--- config.mk ---
export PLATFORM = sky130hd
export DESIGN_NAME = fifo_write_arbiter
export DESIGN_NICKNAME = d
export VERILOG_FILES = /design/src/rtl/fifo_write_arbiter.sv
export SDC_FILE = /design/constraint.sdc
export NUM_CORES = 1
export LEC_CHECK = 0
export ABC_AREA = 1
export CORE_MARGIN = 3
export CORE_UTILIZATION = 25
export CTS_CLUSTER_SIZE = 40
export DETAILED_ROUTE_END_ITERATION = 7
export GPL_ROUTABILITY_DRIVEN = 0
export SLEW_MARGIN = 20
export SYNTH_ARGS = -nofsm -noshare
export SYNTH_HDL_FRONTEND = slang
export SYNTH_SLANG_ARGS = --single-unit
export TNS_END_PERCENT = 10
--- constraint.sdc ---
create_clock -name clk -period 2.3 [get_ports clk]
set_input_delay 0.575 -clock clk [delete_from_list [all_inputs] [get_ports clk]]
set_output_delay 0.575 -clock clk [all_outputs]
set_load 0.01 [all_outputs]
--- src/rtl/fifo_write_arbiter.sv ---
// Round-robin arbiter sharing one FIFO write port among NUM_REQ producers, with bursts and occupancy throttling.
// Optional macro STALL_CNT_EN enables the saturating stall statistics counter on stall_cnt.
module fifo_write_arbiter #(
  parameter int NUM_REQ   = 4,
  parameter int DATA_W    = 8,
  parameter int CNT_W     = 10,
  parameter int BURST_LEN = 4
) (
  input  logic                      clk,
  input  logic                      reset,
  input  logic [NUM_REQ-1:0]        req,
  input  logic [NUM_REQ*DATA_W-1:0] data,
  output logic [NUM_REQ-1:0]        ack,
  output logic [NUM_REQ-1:0]        grant,
  input  logic [CNT_W-1:0]          fifo_count,
  input  logic                      fifo_full,
  output logic                      fifo_we,
  output logic [DATA_W-1:0]         fifo_din,
  output logic [15:0]               stall_cnt
);

  localparam int IDX_W = (NUM_REQ > 1) ? $clog2(NUM_REQ) : 1;
  localparam logic [CNT_W:0] LIMIT = (CNT_W+1)'((2**CNT_W) - 1);

  typedef enum logic {IDLE = 1'b0, OWN = 1'b1} state_t;

  state_t             r_state, w_state_nxt;
  logic [IDX_W-1:0]   r_owner, w_owner_nxt;
  logic [IDX_W-1:0]   r_rr_ptr, w_rr_ptr_nxt;
  logic [NUM_REQ-1:0] r_grant, w_grant_nxt;
  logic [3:0]         r_beat_cnt, w_beat_cnt_nxt;
  logic               r_fifo_we, w_fifo_we_nxt;
  logic [DATA_W-1:0]  r_fifo_din, w_fifo_din_nxt;

  logic [CNT_W:0]     w_level;
  logic               w_space_ok;
  logic               w_req_g, w_ack_g, w_burst_end;
  logic [IDX_W-1:0]   w_owner_inc, w_arb_base, w_arb_idx;
  logic               w_arb_found;
  logic [DATA_W-1:0]  w_data_g;

  // The write already registered but not yet reflected in fifo_count is counted as occupied.
  assign w_level    = {1'b0, fifo_count} + {{CNT_W{1'b0}}, r_fifo_we};
  assign w_space_ok = !fifo_full && (w_level < LIMIT);

  assign w_req_g     = req[r_owner];
  assign w_data_g    = data[int'(r_owner)*DATA_W +: DATA_W];
  assign w_ack_g     = (r_state == OWN) && w_req_g && w_space_ok && !reset;
  assign w_burst_end = (r_state == OWN) &&
                       (!w_req_g || (w_ack_g && r_beat_cnt == 4'(BURST_LEN - 1)));

  assign w_owner_inc = (r_owner == IDX_W'(NUM_REQ - 1)) ? '0 : r_owner + 1'b1;
  // At burst end the search starts just past the departing owner, matching the pointer update.
  assign w_arb_base  = (r_state == OWN) ? w_owner_inc : r_rr_ptr;

  always_comb begin
    logic [IDX_W-1:0] v_idx;
    w_arb_found = 1'b0;
    w_arb_idx   = '0;
    v_idx       = '0;
    for (int k = NUM_REQ - 1; k >= 0; k--) begin
      v_idx = IDX_W'((int'(w_arb_base) + k) % NUM_REQ);
      if (req[v_idx]) begin
        w_arb_found = 1'b1;
        w_arb_idx   = v_idx;
      end
    end
  end

  always_comb begin
    ack          = '0;
    ack[r_owner] = w_ack_g;
  end

  // NOTE: every output of this block gets a default first so no path leaves a latch behind.
  always_comb begin
    w_state_nxt    = r_state;
    w_owner_nxt    = r_owner;
    w_grant_nxt    = r_grant;
    w_rr_ptr_nxt   = r_rr_ptr;
    w_beat_cnt_nxt = r_beat_cnt;
    w_fifo_we_nxt  = 1'b0;
    w_fifo_din_nxt = r_fifo_din;
    case (r_state)
      IDLE: begin
        if (w_arb_found) begin
          w_state_nxt    = OWN;
          w_owner_nxt    = w_arb_idx;
          w_grant_nxt    = NUM_REQ'(1) << w_arb_idx;
          w_beat_cnt_nxt = '0;
        end
      end
      OWN: begin
        if (w_ack_g) begin
          w_fifo_we_nxt  = 1'b1;
          w_fifo_din_nxt = w_data_g;
          w_beat_cnt_nxt = r_beat_cnt + 4'd1;
        end
        if (w_burst_end) begin
          w_rr_ptr_nxt   = w_owner_inc;
          w_beat_cnt_nxt = '0;
          if (w_arb_found) begin
            w_owner_nxt = w_arb_idx;
            w_grant_nxt = NUM_REQ'(1) << w_arb_idx;
          end else begin
            w_state_nxt = IDLE;
            w_grant_nxt = '0;
          end
        end
      end
      default: w_state_nxt = IDLE;
    endcase
  end

  // NOTE: state registers use non-blocking assignments so every flop samples pre-edge values.
  always_ff @(posedge clk) begin
    if (reset) begin
      r_state    <= IDLE;
      r_owner    <= '0;
      r_grant    <= '0;
      r_rr_ptr   <= '0;
      r_beat_cnt <= '0;
      r_fifo_we  <= 1'b0;
      r_fifo_din <= '0;
    end else begin
      r_state    <= w_state_nxt;
      r_owner    <= w_owner_nxt;
      r_grant    <= w_grant_nxt;
      r_rr_ptr   <= w_rr_ptr_nxt;
      r_beat_cnt <= w_beat_cnt_nxt;
      r_fifo_we  <= w_fifo_we_nxt;
      r_fifo_din <= w_fifo_din_nxt;
    end
  end

  assign grant    = r_grant;
  assign fifo_we  = r_fifo_we;
  assign fifo_din = r_fifo_din;

`ifdef STALL_CNT_EN
  logic [15:0] r_stall_cnt;

  always_ff @(posedge clk) begin
    if (reset)
      r_stall_cnt <= '0;
    else if (r_state == OWN && w_req_g && !w_space_ok && r_stall_cnt != 16'hFFFF)
      r_stall_cnt <= r_stall_cnt + 16'd1;
  end

  assign stall_cnt = r_stall_cnt;
`else
  assign stall_cnt = 16'h0000;
`endif

endmodule

* Yosys cells after proc, flatten, opt, wreduce, memory -nomap -nowiden *
Index checks and enable logic that the tools add are counted.

word-level totals
  bits in registers = 22
  bits of input ports = 49
  output and inout bits = 33
  logic and storage cells = 82

operators by class
  add/subtract/negate cells = 6
  $lt $le $gt $ge = 7
  eq/ne operators = 5
  shift operators = 2
  muxes and demuxes = 37
  bitwise gates (word level) = 2
  reduce and logical (&&, ||, !) cells = 16

operators with widths
  operator                                                                 count
  32-bit by 6-bit variable part select with 8-bit output                   1
  4-bit 2-to-1 mux                                                         6
  2-bit 2-to-1 mux                                                         8
  4-bit case mux with 2 select lines                                       2
  2-bit by 3-bit < comparator with 1-bit output (second input constant)    5
  1-bit 2-to-1 mux                                                         13
  10-bit by 1-bit adder with 11-bit output                                 1
  11-bit by 10-bit < comparator with 1-bit output (second input constant)  1
  1-bit binary-select mux with 2-bit select                                5
  2-bit AND reduction                                                      4
  1-bit logical AND                                                        7
  2-bit by 1-bit adder with 2-bit output (second input constant)           2
  2-bit adder (second input constant)                                      2
  4-bit by 1-bit adder with 4-bit output (second input constant)           1
  4-bit bitwise AND                                                        1
  4-bit by 2-bit == test with 1-bit output (second input constant)         1
  2-bit case mux with 2 select lines                                       1
  1-bit by 2-bit left shift with 4-bit output (first input constant)       1
  1-bit zero test                                                          3
  3-bit by 1-bit != test with 1-bit output (second input constant)         1
  1-bit demux with 2-bit select                                            1
  2-bit == test (second input constant)                                    1
  2-bit by 1-bit >= comparator with 1-bit output (second input constant)   1
  2-bit by 1-bit != test with 1-bit output (second input constant)         1
  5 further kinds                                                          5

* Longest topological paths before layout *
Gate-level depths: netlist of the first run.

  depth in word-level cells = 14
  gate-level depth with buffers = 17
  depth with buffers taken out = 15

* Least setup slack after synthesis of the first run *
Ideal clock, no wire load.

  kind = register to register
  start point = register r_owner[1]
  end point = register r_owner[1]
  setup time = 0.135 ns
  arrival time = 2.027 ns
  data required time = 2.165 ns
  slack = 0.139 ns
  stages on the path, launching flop included = 17
  path buffers = 2
  clock period less this slack = 2.161 ns
  path through = dfxtp_1 -> buf_2 -> inv_1 -> clkbuf_1 -> ha_1 -> inv_1 -> nand2_1 -> nand2_2 -> nand3_1 -> nand2_2 -> nand2_2 -> nand2_4 -> nand3_1 -> nand2_1 -> inv_1 -> o21ai_1 -> a21oi_1

on the way
  word-level cells in the longest chain between the ends = 13
  elaborated cells between the ends (all ways) = 36
  those cells by class = 4 x add/sub; 2 x eq/ne; 23 x mux; 7 x reduce/logical

ends and longest elaborated chain
  item                                                                            RTL line  RTL
  start: declaration                                                              28        logic [IDX_W-1:0] r_owner, w_owner_nxt;
  start signal: assignment                                                        127       r_owner <= w_owner_nxt;
  2-bit by 1-bit adder with 2-bit output / 2-bit == test (equally long branches)  52        assign w_owner_inc = (r_owner == IDX_W'(NUM_REQ - 1)) ? '0 : r_owner + 1'b1;
  2-bit 2-to-1 mux *                                                              52
  named net w_owner_inc[1]                                                        38        logic [IDX_W-1:0] w_owner_inc, w_arb_base, w_arb_idx;
  2-bit 2-to-1 mux *                                                              54        assign w_arb_base = (r_state == OWN) ? w_owner_inc : r_rr_ptr;
  2-bit adder                                                                     62        v_idx = IDX_W'((int'(w_arb_base) + k) % NUM_REQ);
  1-bit binary-select mux with 2-bit select                                       63        if (req[v_idx]) begin
  1-bit 2-to-1 mux (implied by the code)                                          63
  2-bit 2-to-1 mux / 1-bit 2-to-1 mux (equally long branches) (4 in series)       63
  2-bit 2-to-1 mux *                                                              86, 102
  2-bit 2-to-1 mux                                                                99        if (w_burst_end) begin
  2-bit case mux with 2 select lines *                                            84        case (r_state)

The timed path passes the listed nets; every way through them passes the cells marked *. The select of a mux whose other input is x is not followed.
A chain may end at the register's enable or synchronous reset.

* Worst setup path in the final report of the first run *
  start point = input fifo_count[5]
  end point = output ack[3]

on the way
  word-level cells in the longest chain between the ends = 6

ends and longest elaborated chain
  item                                             RTL line  RTL
  start: declaration                               15        input logic [CNT_W-1:0] fifo_count,
  10-bit by 1-bit adder with 11-bit output         43        assign w_level = {1'b0, fifo_count} + {{CNT_W{1'b0}}, r_fifo_we};
  11-bit by 10-bit < comparator with 1-bit output  44        assign w_space_ok = !fifo_full && (w_level < LIMIT);
  1-bit logical AND                                44
  1-bit logical AND (2 in series)                  48        assign w_ack_g = (r_state == OWN) && w_req_g && w_space_ok && !reset;
  4-bit bitwise AND (no source line)               n/a
  end: declaration                                 13        output logic [NUM_REQ-1:0] ack,

No other way between the ends.

==> results of run 1 <==
==> cell families (layout without fill, tap and decap cells) <==
group,count (synthesis),count (layout),share of synthesized area
flops,22,22,0.230
other cells,1,16,0.00196
buf+inv,56,126,0.155
simple gates,159,159,0.420
compound gates,50,50,0.137
xor+xnor,2,2,0.00916
fa+ha+maj,7,7,0.0458
==> critical path: stages <==
cell and delay (ns):
sky130_fd_sc_hd__clkdlybuf4s50_1 0.49, sky130_fd_sc_hd__o21ai_0 0.09, sky130_fd_sc_hd__nor2_1 0.09, sky130_fd_sc_hd__nand4_1 0.19, sky130_fd_sc_hd__nand2_4 0.16, sky130_fd_sc_hd__buf_6 0.11
sky130_fd_sc_hd__nor2_1 0.03, sky130_fd_sc_hd__buf_2 0.13
==> through the flow <==
stage	instances	cell area [µm²]	setup WS, ns	total power [µW]	hold WS [ns]
floorplan	312	1970	0.139	1590	0.444
global placement	472	2740	-0.794	2040	0.460
detailed placement	472	2740	-0.844	2060	0.466
CTS	480	2860	-0.204	2440	0.480
global route	481	2890	-0.239	2660	0.516
finish	481	2890	-0.147	2430	0.479
==> area by class of cell <==
class | count | area, µm²
Tap cell | 99 | 124
Clock inverter | 1 | 30.0
Clock buffer | 3 | 41.3
Inverter | 32 | 126
Multi-Input combinational cell | 234 | 1280
Fill cell | 759 | 4440
Timing Repair Buffer | 90 | 840
Sequential cell | 22 | 442
==> cell usage after synthesis, drive strengths merged <==
master / n
nand2: 78
nor2: 47
inv: 31
o21ai: 31
nand3: 24
dfxtp: 22
buf: 20
a21oi: 10
a31oi: 8
ha: 7
nand4: 7
clkbuf: 4
nor3: 2
a211oi: 1
and2: 1
clkinv: 1
conb: 1
xnor2: 1
xor2: 1
==> routing by layer <==
layer,track usage,vias to the layer above,wire length [µm]
met5,0,-,0
met4,0.0281,0,46
met3,0.0209,4,277
met2,0.195,52,2530
met1,0.149,934,2380
li1,-,1098,-
==> repair_timing <==
action                     in CTS  in global routing
hold buffers                    0                  0
setup buffers                   4                  1
pin swaps                       6                  6
setup endpoints to repair      12                  7
resized for setup              36                 11
==> cell usage in the layout, fill, tap and decap left out, types with 3 or more instances in the layout <==
cell type                         count
sky130_fd_sc_hd__a21oi_1             10
sky130_fd_sc_hd__a31oi_1              8
sky130_fd_sc_hd__buf_2                4
sky130_fd_sc_hd__buf_4               22
sky130_fd_sc_hd__buf_6                3
sky130_fd_sc_hd__clkbuf_8             3
sky130_fd_sc_hd__clkdlybuf4s50_1     48
sky130_fd_sc_hd__conb_1              16
sky130_fd_sc_hd__dfxtp_1             21
sky130_fd_sc_hd__dlygate4sd2_1        6
sky130_fd_sc_hd__dlymetal6s2s_1       5
sky130_fd_sc_hd__ha_1                 5
sky130_fd_sc_hd__inv_1               25
sky130_fd_sc_hd__inv_2                5
sky130_fd_sc_hd__nand2_1             57
sky130_fd_sc_hd__nand2_2             14
sky130_fd_sc_hd__nand2_4              5
sky130_fd_sc_hd__nand3_1             20
sky130_fd_sc_hd__nand3_2              4
sky130_fd_sc_hd__nand4_1              6
sky130_fd_sc_hd__nor2_1              43
sky130_fd_sc_hd__o21ai_0             26
sky130_fd_sc_hd__o21ai_1              5
==> state kept, by name, indices dropped and copies added, names as in the netlist <==
name	cells
fifo_din	8
fifo_we	1
grant	4
r_beat_cnt	4
r_owner	2
r_rr_ptr	2
r_state	1
==> worst max path at each step <==
| stage | from | endpoint | slack (ns) | cells after the start |
|---|---|---|---|---|
| 2_1_floorplan | r_owner[1] | r_owner[1] | 0.14 | 16 |
| 3_3_place_gp | fifo_count[0] | ack[3] | -0.79 | 11 |
| 3_5_place_dp | fifo_count[0] | ack[3] | -0.84 | 9 |
| 4_1_cts | fifo_count[0] | ack[3] | -0.20 | 10 |
| 5_1_grt | fifo_count[0] | ack[0] | -0.24 | 10 |
| 6_report | fifo_count[5] | ack[3] | -0.15 | 8 |
==> power groups by stage <==
stage	Clock, µW	Combinational [µW]	Sequential, µW
after floorplan	0	1050	543
after global placement	0	1520	522
after detailed placement	0	1530	525
after CTS	377	1550	518
after global routing	389	1740	530
final	364	1550	518
==> results.txt, run 1 <==
- Max-capacitance violation count: 0
- Setup violations remaining at the end of the flow were counted as 4.
* Maximum number of pins on one net before global-route repair: 17
* Insertion delay to the later sink of the worst-skew pair: 0.27 ns
* Clock sink total: 22
* IO Count: 82
* Category of the most critical setup path: primary input to primary output
- The run finished, with violations left.
- Antenna diode count: 0
* Clock Tree Root: sky130_fd_sc_hd__clkbuf_8
- The final hold violation count is 0.
* Data required time of the critical path: 1.73 ns
- The routed design has 5240 µm of wire.
- After synthesis the netlist holds a flip-flop and latch count of 22.
- Fraction of the core area covered by cells at the end of the flow: 0.394
* Vias per cell: 4.34
- After global routing the overflow that remains totals 0.
- CTS built an H-tree with a depth of 1.
- The endpoint identified for the worst register-to-register timing path is r_owner[1].
* Net switching share of the total power: 0.453
- Layout net count: 439
* Clock period minus final worst setup slack: 2.45 ns
- The number of slew-limit violations in the final report was 0.
- The checks that failed: negative setup slack.
- The floorplan step set the die height to 93.5 µm.
* Average instance area after synthesis: 6.44 µm²
- During placement, the flow inserted port buffers numbering 65.
- After synthesis the cells add up to 0.00191 mm².
- Worst voltage drop across the vdd grid: 0.000284 V
* Floorplan Core Area: 0.00733 mm²
- Number of global-route vias before repair: 1884
- The startpoint identified for the worst register-to-register timing path is r_owner[0].
- The analysis attributes to cell leakage a power of 0.00136 µW.
* Share of power burned in the clock network: 0.150
- STA puts the critical path data arrival time at 1.87 ns.
- The share of the Yosys chip area taken by registers is 0.230.
- In this run the register-to-register setup slack is 0.15 ns.
* Number of buffers inserted during clock tree synthesis: 3
- Initial standard-cell utilization of the core: 0.261
- Max Clock Freq: 0.409 GHz
* Synthesis Warnings: 0
* CTS clock-pin slew for the worst setup and hold paths: 0.09 ns
- Dividing the final minimum period by the clock period gives 1.06.
- The first TritonRoute pass finished after 4 iterations.
* Setup Skew: 0.0105 ns
- Routed vias: 2088
- Crit start category: primary input
* Placed wire-length estimate: 4230 µm
- Post-Route Setup TNS: -0.486 ns
- For this design the total switching power over the nets is 1100 µW.
- In the final routed layout, each cell accounts on average for 10.9 µm.
- For hold timing, the worst endpoint is r_rr_ptr[1].
- TritonCTS built the clock tree.
- In the synthesized netlist, the number of instances is 297.
- Power spread over the standard cell area amounts to 842 mW/mm².
- The count of nets left with antenna violations once routing finished came out at 0.
- After layout, the worst setup slack is -0.147 ns.
- sky130_fd_sc_hd__dfxtp_1 takes more of the synthesized area than any other cell.
- The first global-routing pass estimated 8300 µm of wire.
- The startpoint identified for the worst hold timing path is r_rr_ptr[1].
* Capturing element type of the critical path: primary output
- Total internal power: 1330 µW
* Flop pwr share: 0.213
- Count of unique library cells instantiated by Yosys: 32
- Share of the synthesized area in the top cell type: 0.230
* Number of antenna violations at the first check in global routing: 0
- Maximum fanout encountered on the critical timing path: 5
- Setup repair after global routing could not meet its margin everywhere.
- In the global route stage, overall resource usage came out at 0.115.
- The floorplan step defined a die boundary enclosing 0.00873 mm².
* Clock Path Buffers: 2
- The tightest min-delay check is of the flip-flop to flip-flop type.
* Number of DRC violations after detailed routing: 0
- Combinational group share of total power: 0.637
- Of the cells placed in the final design, the portion with a size suffix greater than 1 is 0.202.
- Area delta synth->final: 51.0%
- For this block, the initial DRC count from the detailed router was 57.
- Width of the die: 93.5 µm
- Ranked by total cell area, the synthesized netlist is headed by sky130_fd_sc_hd__dfxtp_1 23%, sky130_fd_sc_hd__nand2_1 12%, sky130_fd_sc_hd__nor2_1 8.6%.
- Row generation in the floorplan step produced 31 rows.
* Number of cells on the worst reg-to-reg path: 15
* Cells on Worst Hold Path: 2
No activity file was read; power rests on OpenSTA's default activity.
==> run 2: changes to the inputs <==
--- a/config.mk
+++ b/config.mk
@@ -11,6 +11,7 @@
 export CTS_CLUSTER_SIZE = 40
 export DETAILED_ROUTE_END_ITERATION = 7
 export GPL_ROUTABILITY_DRIVEN = 0
+export RECOVER_POWER = 100
 export SLEW_MARGIN = 20
 export SYNTH_ARGS = -nofsm -noshare
 export SYNTH_HDL_FRONTEND = slang
==> results.txt, run 2 (same netlist as run 1, synthesis figures left out) <==
- Outcome: finished with violations
- The final reports fail on negative setup slack.
- The worst-case clock buffer depth was 2 (unchanged).
- For this design, the slowest cell found on the critical path is sky130_fd_sc_hd__clkdlybuf4s50_1.
* GRT Total Usage: 0.115 (unchanged)
- The quantity of I/O buffers inserted on ports is 65 (unchanged).
- First-pass GRT wire length: 8300 µm (unchanged)
* Layout net count: 439 (unchanged)
- The library cells used most frequently in the layout, excluding fill and tap cells, are 58 x sky130_fd_sc_hd__nand2_1, 43 x sky130_fd_sc_hd__nor2_1, 35 x sky130_fd_sc_hd__clkdlybuf4s50_1, 26 x sky130_fd_sc_hd__inv_1, 26 x sky130_fd_sc_hd__o21ai_0.
- The total overflow reported by the global router is 0 (unchanged).
* CTS clock-pin slew for the worst setup and hold paths: 0.09 ns (about the same)
* Total leakage power: 0.00140 µW (+2.6%)
- Worst voltage drop across the vdd grid: 0.000284 V (-0.13%)
- The final standard cell count with taps included and fillers excluded is 481 (unchanged).
- By instance count, the cell type seen most on the critical path is sky130_fd_sc_hd__nor2_1.
- The shortest period the worst path allows is 2.45 ns (-0.000509 ns).
- The final hold violation count was 0 (unchanged).
- Maximum number of pins on one net before global-route repair: 17 (unchanged)
- The number of slew-limit violations in the final report came to 0 (unchanged).
- CTS tree: built
- Antenna diode count: 0 (unchanged)
* Max-capacitance violation count: 0 (unchanged)
- The number of violations reported at the end of detailed-routing iteration 0 came to 77 (+35%).
- The final critical-path setup slack came to -0.147 ns (+0.000509 ns).
- STA classifies the critical path endpoint as a primary output.
* Antenna-violating nets left: 0 (unchanged)
* Placed Cells incl. Taps: 472 (unchanged)
- The final sum of negative setup slack came to -0.533 ns (-0.0470 ns).
- The footprint of the multi-input gates was 0.00128 mm² (-0.59%).
* Flop pwr share: 0.215 (+0.002)
- The total die area came to 0.00873 mm² (unchanged).
* Maximum fanout encountered on the critical timing path: 5 (unchanged)
- Area delta synth->final: 49.7%
- The H-tree depth reported by CTS is 1 (unchanged).
- Final clock period utilization by the worst path: 1.06 (about the same)
- Number of endpoints failing setup at the final stage: 6 (+2)
- Setup Skew: 0.0118 ns (+0.00134 ns)
* Number of buffers inserted during clock tree synthesis: 3 (unchanged)
* Clock sink total: 22 (unchanged)
- Vias per cell: 4.31 (-0.81%)
- The height of the die is 93.5 µm (unchanged).
* Placed wire-length estimate: 4230 µm (unchanged)
- Total internal power: 1300 µW (-2.1%)
- The worst hold slack is 0.478 ns (-0.000790 ns).
- Combinational group share of total power: 0.632 (-0.005)
* Share of power burned in the clock network: 0.153 (+0.003)
* Commonest non-fill, non-tap cell in the layout: sky130_fd_sc_hd__nand2_1
- The tree is rooted in a sky130_fd_sc_hd__clkbuf_8.
- Count of hold buffers inserted by post-cts repair: 0 (unchanged)
- Initial standard-cell utilization of the core: 0.261 (unchanged)
- Initial DRT Pass Iterations: 4 (unchanged)
- The power density of the placed cells came to 836 mW/mm² (-0.79%).
- Final wirelength: 5210 µm (-0.46%)
- Number of global-route vias before repair: 1884 (unchanged)
* Flip-flop count of the largest register, all copies and words added: 8 (unchanged)
* Number of DRC violations after detailed routing: 0 (unchanged)
- Routed vias: 2071 (-0.81%)
- The area occupied by registers came to 442 µm² (unchanged).
- Width of the die: 93.5 µm (unchanged)
- The floorplan row count was 31 (unchanged).
- The data required time of the worst path was 1.73 ns (about the same).
* Category of the most critical setup path: primary input to primary output
* Fraction of layout instances using a drive strength above 1: 0.196 (-0.00524)
- The post-route core utilization was 0.391 (-0.00324).
- The worst setup path is launched from a primary input.
- The overall power was 2390 µW (-1.6%).
- Worst hold path type: flip-flop to flip-flop
* Number of antenna violations at the first check in global routing: 0 (unchanged)
* Cells along the critical path: clkdlybuf4s50_1, o21ai_0, nor2_1, nand4_1, nand2_4, buf_6, nor2_1, buf_2
* Floorplan Core Area: 0.00733 mm² (unchanged)
* Max Clock Freq: 0.409 GHz (about the same)
- The largest stage delay on the critical path is 0.49 ns (about the same).
- Switching Power: 1090 µW (-0.99%)
- The worst path arrival time was 1.87 ns (about the same).
- Insertion delay to the later sink of the worst-skew pair: 0.27 ns (about the same)
* IO Count: 82 (unchanged)
- Net switching share of the total power: 0.456 (+0.00285)
* Setup repair after global routing missed its margin: true
- Number of inserted filler cells in the final layout: 762 (+0.40%)
- Detail-routed net length per standard cell: 10.8 µm (-0.46%)
-- run 2: per-stage QoR --
stage	cell area (µm²)	setup slack (ns)
final	2860	-0.147
after floorplan	1970	0.139
after global placement	2740	-0.794
after CTS	2860	-0.204
after global routing	2860	-0.240
after detailed placement	2740	-0.844
-- run 2: path summary, 6_finish.rpt --
path	cells after the start	slack [ns]	to	from
worst max register to register	14	-0.04	r_owner[1]	r_owner[0]
worst max-delay path	8	-0.15	ack[3]	fifo_count[5]
worst min register to register	2	0.48	r_rr_ptr[1]	r_rr_ptr[1]
worst min-delay path	2	0.48	r_rr_ptr[1]	r_rr_ptr[1]
-- run 2: power groups by stage --
stage               Combinational [µW]  Sequential (µW)  Clock [µW]
global placement                  1520              522           0
detailed placement                1530              525           0
finish                            1510              515         365
global route                      1700              528         389
floorplan                         1050              543           0
CTS                               1550              518         377
-- run 2: worst max-delay path, delay by kind of cell --
kind	cells	cell delay, ns
compound gates	1	0.09
buf+inv	3	0.73
simple gates	4	0.46
-- run 2: layout make-up --
class                   count  area share
clock inverters             1      0.0105
repair buffers             90       0.288
multi-input cells         234       0.446
clock buffers               3      0.0144
well taps                  99      0.0433
inverters                  32      0.0437
flip-flops and latches     22       0.154
-- run 2: per-layer routing --
| layer | global-route usage | routed length [µm] | vias up |
|---|---|---|---|
| li1 | - | - | 1098 |
| met5 | 0 | 0 | - |
| met1 | 0.149 | 2350 | 918 |
| met4 | 0.0281 | 46 | 0 |
| met3 | 0.0209 | 299 | 4 |
| met2 | 0.195 | 2510 | 51 |
-- run 2: repair_timing --
action,CTS,global route
pin swaps,6,6
gates resized for setup,36,11
buffers inserted,4,1
endpoints found under the setup margin,12,7
endpoints found under the hold margin,0,0
